**src/rtl/configure.sv**
```systemverilog
// Shared configuration for the core/memory slice: memory geometry plus the
// arbiter's state encoding and buffered request record.
package configure;

    localparam int memory_depth = 14;

    typedef enum logic [1:0] {IDLE, BUSY_I, BUSY_D} arbiter_state_t;

    typedef struct packed {
        logic [31:0] addr;
        logic [31:0] wdata;
        logic [3:0]  wstrb;
    } arbiter_req_t;

endpackage

```
**src/rtl/arbiter_buffer.sv**
```systemverilog
// One-entry request buffer for a single requester port: captures a request,
// keeps it pending until the arbiter completes it, and locks it once issued.
module arbiter_buffer
    import configure::*;
(
    input  logic        clk,
    input  logic        rst,
    input  logic        valid,
    input  logic [31:0] addr,
    input  logic [31:0] wdata,
    input  logic [3:0]  wstrb,
    input  logic        issue,
    input  logic        done,
    output logic        avail,
    output logic [31:0] req_addr,
    output logic [31:0] req_wdata,
    output logic [3:0]  req_wstrb
);

    arbiter_req_t stored_reg;
    arbiter_req_t incoming;
    arbiter_req_t selected;
    logic         pending_reg;
    logic         issued_reg;
    logic         capture;

    assign incoming = '{addr: addr, wdata: wdata, wstrb: wstrb};

    // An issued request is frozen; a new valid is only taken once it completes.
    assign capture  = valid && (!issued_reg || done);
    assign avail    = !issued_reg && (pending_reg || valid);
    assign selected = (valid && !issued_reg) ? incoming : stored_reg;

    assign req_addr  = selected.addr;
    assign req_wdata = selected.wdata;
    assign req_wstrb = selected.wstrb;

    always_ff @(posedge clk or negedge rst) begin
        if (!rst) begin
            stored_reg  <= '0;
            pending_reg <= 1'b0;
            issued_reg  <= 1'b0;
        end else begin
            if (capture) begin
                stored_reg  <= incoming;
                pending_reg <= 1'b1;
            end else if (done) begin
                pending_reg <= 1'b0;
            end

            if (issue) begin
                issued_reg <= 1'b1;
            end else if (done) begin
                issued_reg <= 1'b0;
            end
        end
    end

endmodule

```
**src/rtl/memory_arbiter.sv**
```systemverilog
// Shares one memory port between instruction fetch and load/store.
// Define ARBITER_RR_EN for round-robin grant on conflict; default is data priority.
module memory_arbiter
    import configure::*;
(
    input  logic        clk,
    input  logic        rst,
    input  logic        imem_valid,
    input  logic [31:0] imem_addr,
    output logic [31:0] imem_rdata,
    output logic        imem_ready,
    input  logic        dmem_valid,
    input  logic [31:0] dmem_addr,
    input  logic [31:0] dmem_wdata,
    input  logic [3:0]  dmem_wstrb,
    output logic [31:0] dmem_rdata,
    output logic        dmem_ready,
    output logic        memory_valid,
    output logic        memory_instr,
    output logic [31:0] memory_addr,
    output logic [31:0] memory_wdata,
    output logic [3:0]  memory_wstrb,
    input  logic [31:0] memory_rdata,
    input  logic        memory_ready
);

    arbiter_state_t state_reg;
    arbiter_state_t state_next;

    logic         i_avail;
    logic         d_avail;
    logic         i_issue;
    logic         d_issue;
    logic         i_done;
    logic         d_done;
    logic         prefer_d;
    arbiter_req_t i_req;
    arbiter_req_t d_req;
    arbiter_req_t grant_req;

    arbiter_buffer u_ibuf (
        .clk       (clk),
        .rst       (rst),
        .valid     (imem_valid),
        .addr      (imem_addr),
        .wdata     (32'd0),
        .wstrb     (4'd0),
        .issue     (i_issue),
        .done      (i_done),
        .avail     (i_avail),
        .req_addr  (i_req.addr),
        .req_wdata (i_req.wdata),
        .req_wstrb (i_req.wstrb)
    );

    arbiter_buffer u_dbuf (
        .clk       (clk),
        .rst       (rst),
        .valid     (dmem_valid),
        .addr      (dmem_addr),
        .wdata     (dmem_wdata),
        .wstrb     (dmem_wstrb),
        .issue     (d_issue),
        .done      (d_done),
        .avail     (d_avail),
        .req_addr  (d_req.addr),
        .req_wdata (d_req.wdata),
        .req_wstrb (d_req.wstrb)
    );

`ifdef ARBITER_RR_EN
    // Remembers whether the most recent issue went to the fetch port.
    logic last_instr_reg;

    assign prefer_d = last_instr_reg;

    always_ff @(posedge clk or negedge rst) begin
        if (!rst) begin
            last_instr_reg <= 1'b1;
        end else if (i_issue || d_issue) begin
            last_instr_reg <= i_issue;
        end
    end
`else
    assign prefer_d = 1'b1;
`endif

    assign i_done = (state_reg == BUSY_I) && memory_ready;
    assign d_done = (state_reg == BUSY_D) && memory_ready;

    always_comb begin
        i_issue = 1'b0;
        d_issue = 1'b0;
        case (state_reg)
            IDLE: begin
                if (d_avail && (!i_avail || prefer_d)) begin
                    d_issue = 1'b1;
                end else if (i_avail) begin
                    i_issue = 1'b1;
                end
            end
            BUSY_I:  d_issue = memory_ready && d_avail;
            BUSY_D:  i_issue = memory_ready && i_avail;
            default: ;
        endcase
    end

    always_comb begin
        state_next = state_reg;
        if (d_issue) begin
            state_next = BUSY_D;
        end else if (i_issue) begin
            state_next = BUSY_I;
        end else if (i_done || d_done) begin
            state_next = IDLE;
        end
    end

    assign grant_req = d_issue ? d_req : i_req;

    always_ff @(posedge clk or negedge rst) begin
        if (!rst) begin
            state_reg    <= IDLE;
            memory_valid <= 1'b0;
            memory_instr <= 1'b0;
            memory_addr  <= '0;
            memory_wdata <= '0;
            memory_wstrb <= '0;
        end else begin
            state_reg    <= state_next;
            memory_valid <= i_issue || d_issue;
            if (i_issue || d_issue) begin
                memory_instr <= i_issue;
                memory_addr  <= grant_req.addr;
                memory_wdata <= grant_req.wdata;
                memory_wstrb <= d_issue ? grant_req.wstrb : 4'd0;
            end
        end
    end

    assign imem_ready = i_done;
    assign dmem_ready = d_done;
    assign imem_rdata = i_done ? memory_rdata : 32'd0;
    assign dmem_rdata = d_done ? memory_rdata : 32'd0;

endmodule

```
**config.mk**
```make
export PLATFORM = sky130hd
export DESIGN_NAME = memory_arbiter
export DESIGN_NICKNAME = d
export VERILOG_FILES = /design/src/rtl/configure.sv /design/src/rtl/arbiter_buffer.sv /design/src/rtl/memory_arbiter.sv
export SDC_FILE = /design/constraint.sdc
export NUM_CORES = 1
export LEC_CHECK = 0
export ABC_AREA = 1
export BUFFER_PORTS_ARGS = -buffer_cell sky130_fd_sc_hd__buf_2
export CAP_MARGIN = 20
export CORE_MARGIN = 2
export CORE_UTILIZATION = 36
export DETAILED_ROUTE_END_ITERATION = 12
export SLEW_MARGIN = 20
export SYNTH_ARGS = -nofsm -noshare
export SYNTH_HDL_FRONTEND = slang
export SYNTH_SLANG_ARGS = --single-unit
```
**constraint.sdc**
```tcl
create_clock -name clk -period 1.6 [get_ports clk]
set_clock_uncertainty 0.15 [all_clocks]
set_input_delay 0.24 -clock clk [delete_from_list [all_inputs] [get_ports clk]]
set_output_delay 0.24 -clock clk [all_outputs]
set_load 0.01 [all_outputs]
```
[Word level (Yosys, flattened, before mapping)]
Index checks and enable logic that the tools add are counted.
W data, S select, Z words.
Word-level totals
  output and inout bits: 136
  register bits: 176
  word-level logic and storage cells: 60
  bits of input ports: 137
Operators by class
  reduce and logical (&&, ||, !) cells: 24
  muxes and demuxes: 20
  equality and inequality tests: 2
Operators by type and width (count)
  $mux W68: 3
  $mux W32: 2
  $logic_and A1 B1 Y1: 10
  $mux W1: 9
  $reduce_bool A2 Y1: 4
  $logic_or A1 B1 Y1: 6
  $mux W2: 3
  $mux W4: 1
  $pmux W1 S2: 2
  $reduce_bool A3 Y1: 1
  $eq A2 B1 Y1 const B: 1
  $eq A2 B2 Y1 const B: 1
  $logic_not A1 Y1: 2
  $logic_not A2 Y1: 1

[Logic depth before layout (Yosys ltp)]
  depth after elaboration: 7
  mapped depth: 10
  depth with buffers taken out: 8

[By module]
From an unflattened synthesis, not the netlist that was laid out.
Unflattened totals
  cell total of the unflattened synthesis: 1704
  area, all modules: 11646.2 um2
Modules (own cells, without submodules)
  arbiter_buffer: area an instance 3728.6 um2, sequential area each 1751.7 um2, instances 2, cells an instance 531
  memory_arbiter: area an instance 4189.0 um2, sequential area each 1801.7 um2, instances 1, cells an instance 642

[Worst setup path before layout]
OpenSTA, ideal clock, no wires.
  kind: flip-flop to flip-flop
  from: register state_reg[0]
  to: register u_dbuf.stored_reg[24] (netlist bit)
  slack: 0.065 ns
  clock period less this slack: 1.535 ns
  path buffers: 3
  arrival time: 1.251 ns
  setup time: 0.133 ns
  stages on the path, launching flop included: 10
  required time: 1.317 ns
  path through: dfrtp_1 -> buf_2 -> nor2_4 -> nand2_4 -> nand2_4 -> nand2_2 -> buf_6 -> buf_6 -> nand2_1 -> o21ai_0
Between the ends
  longest elaborated chain between the ends: 4
RTL lines
  from (decl): RTL line memory_arbiter.sv:27  | arbiter_state_t state_reg;
  from (signal assigned): RTL line memory_arbiter.sv:130  | state_reg <= state_next;
  $eq A2 B2 Y1: RTL line memory_arbiter.sv:89  | assign d_done = (state_reg == BUSY_D) && memory_ready;
  $logic_and A1 B1 Y1: RTL line memory_arbiter.sv:89
  $logic_or A1 B1 Y1: RTL line arbiter_buffer.sv:30  | assign capture = valid && (!issued_reg || done);
  $logic_and A1 B1 Y1: RTL line arbiter_buffer.sv:30
  to (signal assigned): RTL line arbiter_buffer.sv:45  | stored_reg <= incoming;
  to (decl): RTL line arbiter_buffer.sv:20  | arbiter_req_t stored_reg;
Every way passes these cells.
A chain may end at the register's enable or synchronous reset.

[Worst setup path after layout]
  from: register state_reg[0]
  to: output dmem_rdata[28]
Between the ends
  longest elaborated chain between the ends: 3
RTL lines
  $eq A2 B2 Y1: RTL line memory_arbiter.sv:89
  $logic_and A1 B1 Y1: RTL line memory_arbiter.sv:89
  $mux W32: RTL line memory_arbiter.sv:144  | assign dmem_rdata = d_done ? memory_rdata : 32'd0;
  to (decl): RTL line memory_arbiter.sv:16  | output logic [31:0] dmem_rdata,
Every way passes these cells.

==> metrics.csv <==
stage,metric,value,unit
status,status,finished with violations,
status,failing checks,setup timing,
yosys,post-synthesis sequential area ratio,49.4,%
power_and_ir_drop,switching power,0.0112,W
critical_path,endpoint type of the worst setup path,output pin,
critical_path,crit path max fanout,7,
place,post-place setup slack,-0.0298,ns
die,DIE HEIGHT,161,microns
critical_path,Setup crit start kind,register,
power_and_ir_drop,Clk pwr share,17.1,%
detailed_routing,via/cell ratio,4.89,
layout,footprint of the multi-input gates,0.00455,sq mm
yosys,Yosys top cell area share,49.4,%
timing,slew of the pin with the lowest slew margin,0.422,ns
timing,final worst slack,-0.344,ns
critical_path,R2R Setup Slk,-0.21,ns
layout,number of fill cells,2138,
detailed_routing,starting DRC count in detailed routing,704,
power_and_ir_drop,Pleak,7.95,nW
critical_path,Worst Reg-to-Reg Cells,11,
die,Die W,161,microns
power_and_ir_drop,Power Density,1850,mW/mm^2
place,IO buf count,272,
power_and_ir_drop,Gate power share,53.2,%
yosys,Seq cells post-synth,176,
global_routing,initial antenna violation count,2,
clock_network,# clock sinks,176,
clock_network,Max H-tree Level,4,
critical_path,RR Endpoint,memory_addr[24],
yosys,main flop type after synthesis,dfrtp_1,
yosys,top post-synthesis cells by count,"nand2_1, dfrtp_1, nand3_1",
detailed_routing,DRC errors left,0,
timing,Final Hold Viols,0,
detailed_routing,routed len/inst,17.0,microns
clock_network,root buf cell,clkbuf_16,
critical_path,critical path class,register to output pin,
global_routing,vias in the first global route,8883,
die,die area,0.0260,sq mm
power_and_ir_drop,Internal Power,0.0154,W
yosys,warnings from Yosys,0,
layout,max FFs per register,68,
power_and_ir_drop,Worst IR Drop VDD,1060,uV
timing,fin. max-slew vios,0,
die,io pins,273,
timing,RSZ-0062 raised after global routing,true,
clock_network,Worst-path clk slew,0.07,ns
yosys,biggest area consumer among synthesized cells,dfrtp_1,
global_routing,global-route wire length before repair,46.8,mm
layout,Nets,1775,
layout,total area of sequential cells,0.00441,sq mm
yosys,Synth Cell Area,0.00891,sq mm
detailed_routing,DR vias,9657,
detailed_routing,Final ANT Viol Nets,0,
clock_network,TritonCTS clock tree,built,
power_and_ir_drop,Switching Share,42.1,%
layout,ratio of cells with drive above 1 in the final layout,33.8,%
critical_path,crit path DAT,1.55,ns
yosys,Synth Instances,1232,
clock_network,clock latency on the worst-skew pair,0.43,ns
timing,crit path time final,1.94,ns
die,core area,0.0243,sq mm
flow_run,maxcap violations,0,
yosys,Async SR Flop Fraction,100,%
yosys,number of synthesized flops with an enable pin,0,
power_and_ir_drop,Reg power frac,29.6,%
yosys,Mapped Avg Cell Area,7.23,sq um
die,FP Rows,57,
die,Initial Util,36.6,%
layout,final instance area,0.0143,sq mm
yosys,most frequent cell after synthesis,nand2_1,
timing,final worst-path cycle share,121,%
critical_path,r2r startpoint,state_reg[0],
yosys,dominant cells by area after synthesis,"dfrtp_1, nand2_1, nand3_1",
place,gpl congestion,0.812,
timing,Slew HR,71.9,%
timing,# setup viols final,201,
detailed_routing,1st-pass router iterations,5,
clock_network,CTS max path bufs,2,
layout,Syn-to-layout area delta,61.0,%
global_routing,largest net degree at the start of global routing,63,
clock_network,CTS Buf Count,17,
timing,Peak Freq,514,MHz
critical_path,"Data required, critical path",1.21,ns
global_routing,GRT Total Usage,22.4,%
global_routing,final global-route overflow total,0,
worst_hold_path,type of the tightest min-delay check,input port to async pin,
place,post-DP HPWL,19.1,mm
timing,WHS,0.0786,ns
yosys,Syn Nets,1369,
detailed_routing,WL final,33.5,mm
yosys,post-synth cell types,21,
place,Area after DPL,0.0109,sq mm
## cells in the final DEF, fill, tap and decap left out, types with 36 or more instances in the layout
cell type and instances:
clkbuf_16 37, nand2_2 37, dlygate4sd3_1 101, nand2_1 535
inv_1 72, buf_2 259, nand2_4 38, nor2_1 41
o211ai_1 36, nand3_1 117, dfrtp_1 175
## kinds of logic after synthesis
kind of cell	synth area share, %
AND/OR/NAND/NOR	37.0
flip-flops	49.4
buffers and inverters	8.27
AO/OA/AOI/OAI	5.28
## metal layers
layer	up-vias	global-route usage, %	wire [microns]
met5	-	0	7
met4	2	6.45	558
met3	45	3.62	1790
met2	319	35.9	16500
met1	4615	31.6	14700
li1	4676	-	-
## critical path, stage by stage, from the launching register on
cell and delay (ns):
dfrtp_2 0.44, nor2_4 0.15, nand2_4 0.12, clkbuf_16 0.20, nor2_2 0.09, buf_2 0.13
## cell type report
cell class / instances / area share, %
Tap cell: 324 / 2.83
Multi-Input combinational cell: 900 / 31.7
Inverter: 76 / 2.01
Antenna cell: 1 / 0.0174
Timing Repair Buffer: 467 / 28.3
Clock inverter: 14 / 1.37
Sequential cell: 176 / 30.7
Clock buffer: 18 / 3.06
## worst max-delay path by stage
stage / from / end / cells after the start / slack (ns)
3_3_place_gp: state_reg[0] / memory_wdata[25] / 5 / -0.004
4_1_cts: state_reg[1] / imem_rdata[25] / 5 / -0.31
3_5_place_dp: state_reg[0] / memory_wstrb[2] / 5 / -0.03
5_1_grt: state_reg[0] / imem_rdata[23] / 5 / -0.40
6_report: state_reg[0] / dmem_rdata[28] / 5 / -0.34
2_1_floorplan: state_reg[0] / u_dbuf.stored_reg[24] / 9 / 0.07
## power by group through the flow
stage	Clock, W	Combinational, W	Sequential [W]
floorplan	0	0.00614	0.00771
detailed placement	0	0.0101	0.00760
global placement	0	0.00995	0.00757
CTS	0.00462	0.0111	0.00754
global route	0.00481	0.0154	0.00807
finish	0.00455	0.0141	0.00787
## repair_timing
action | in CTS | in global routing
resized for setup | 29 | 240
pin swaps | 6 | 18
gates cloned | 4 | 31
endpoints found under the setup margin | 106 | 210
buffers inserted | 7 | 6
hold buffers | 101 | 0
endpoints found under the hold margin | 294 | 0
## per-stage QoR
| step | total power, W | utilization [%] | setup TNS, ns | std cells |
|---|---|---|---|---|
| after floorplan | 0.0138 | - | 0 | 1232 |
| after global placement | 0.0175 | 44.9 | -0.00912 | 1795 |
| after detailed placement | 0.0177 | 44.9 | -0.775 | 1795 |
| after CTS | 0.0233 | 52.8 | -18.87 | 1939 |
| after global routing | 0.0283 | 59.0 | -46.74 | 1976 |
| final | 0.0265 | 59.0 | -35.38 | 1976 |
Power figures use the tool's default switching activity.
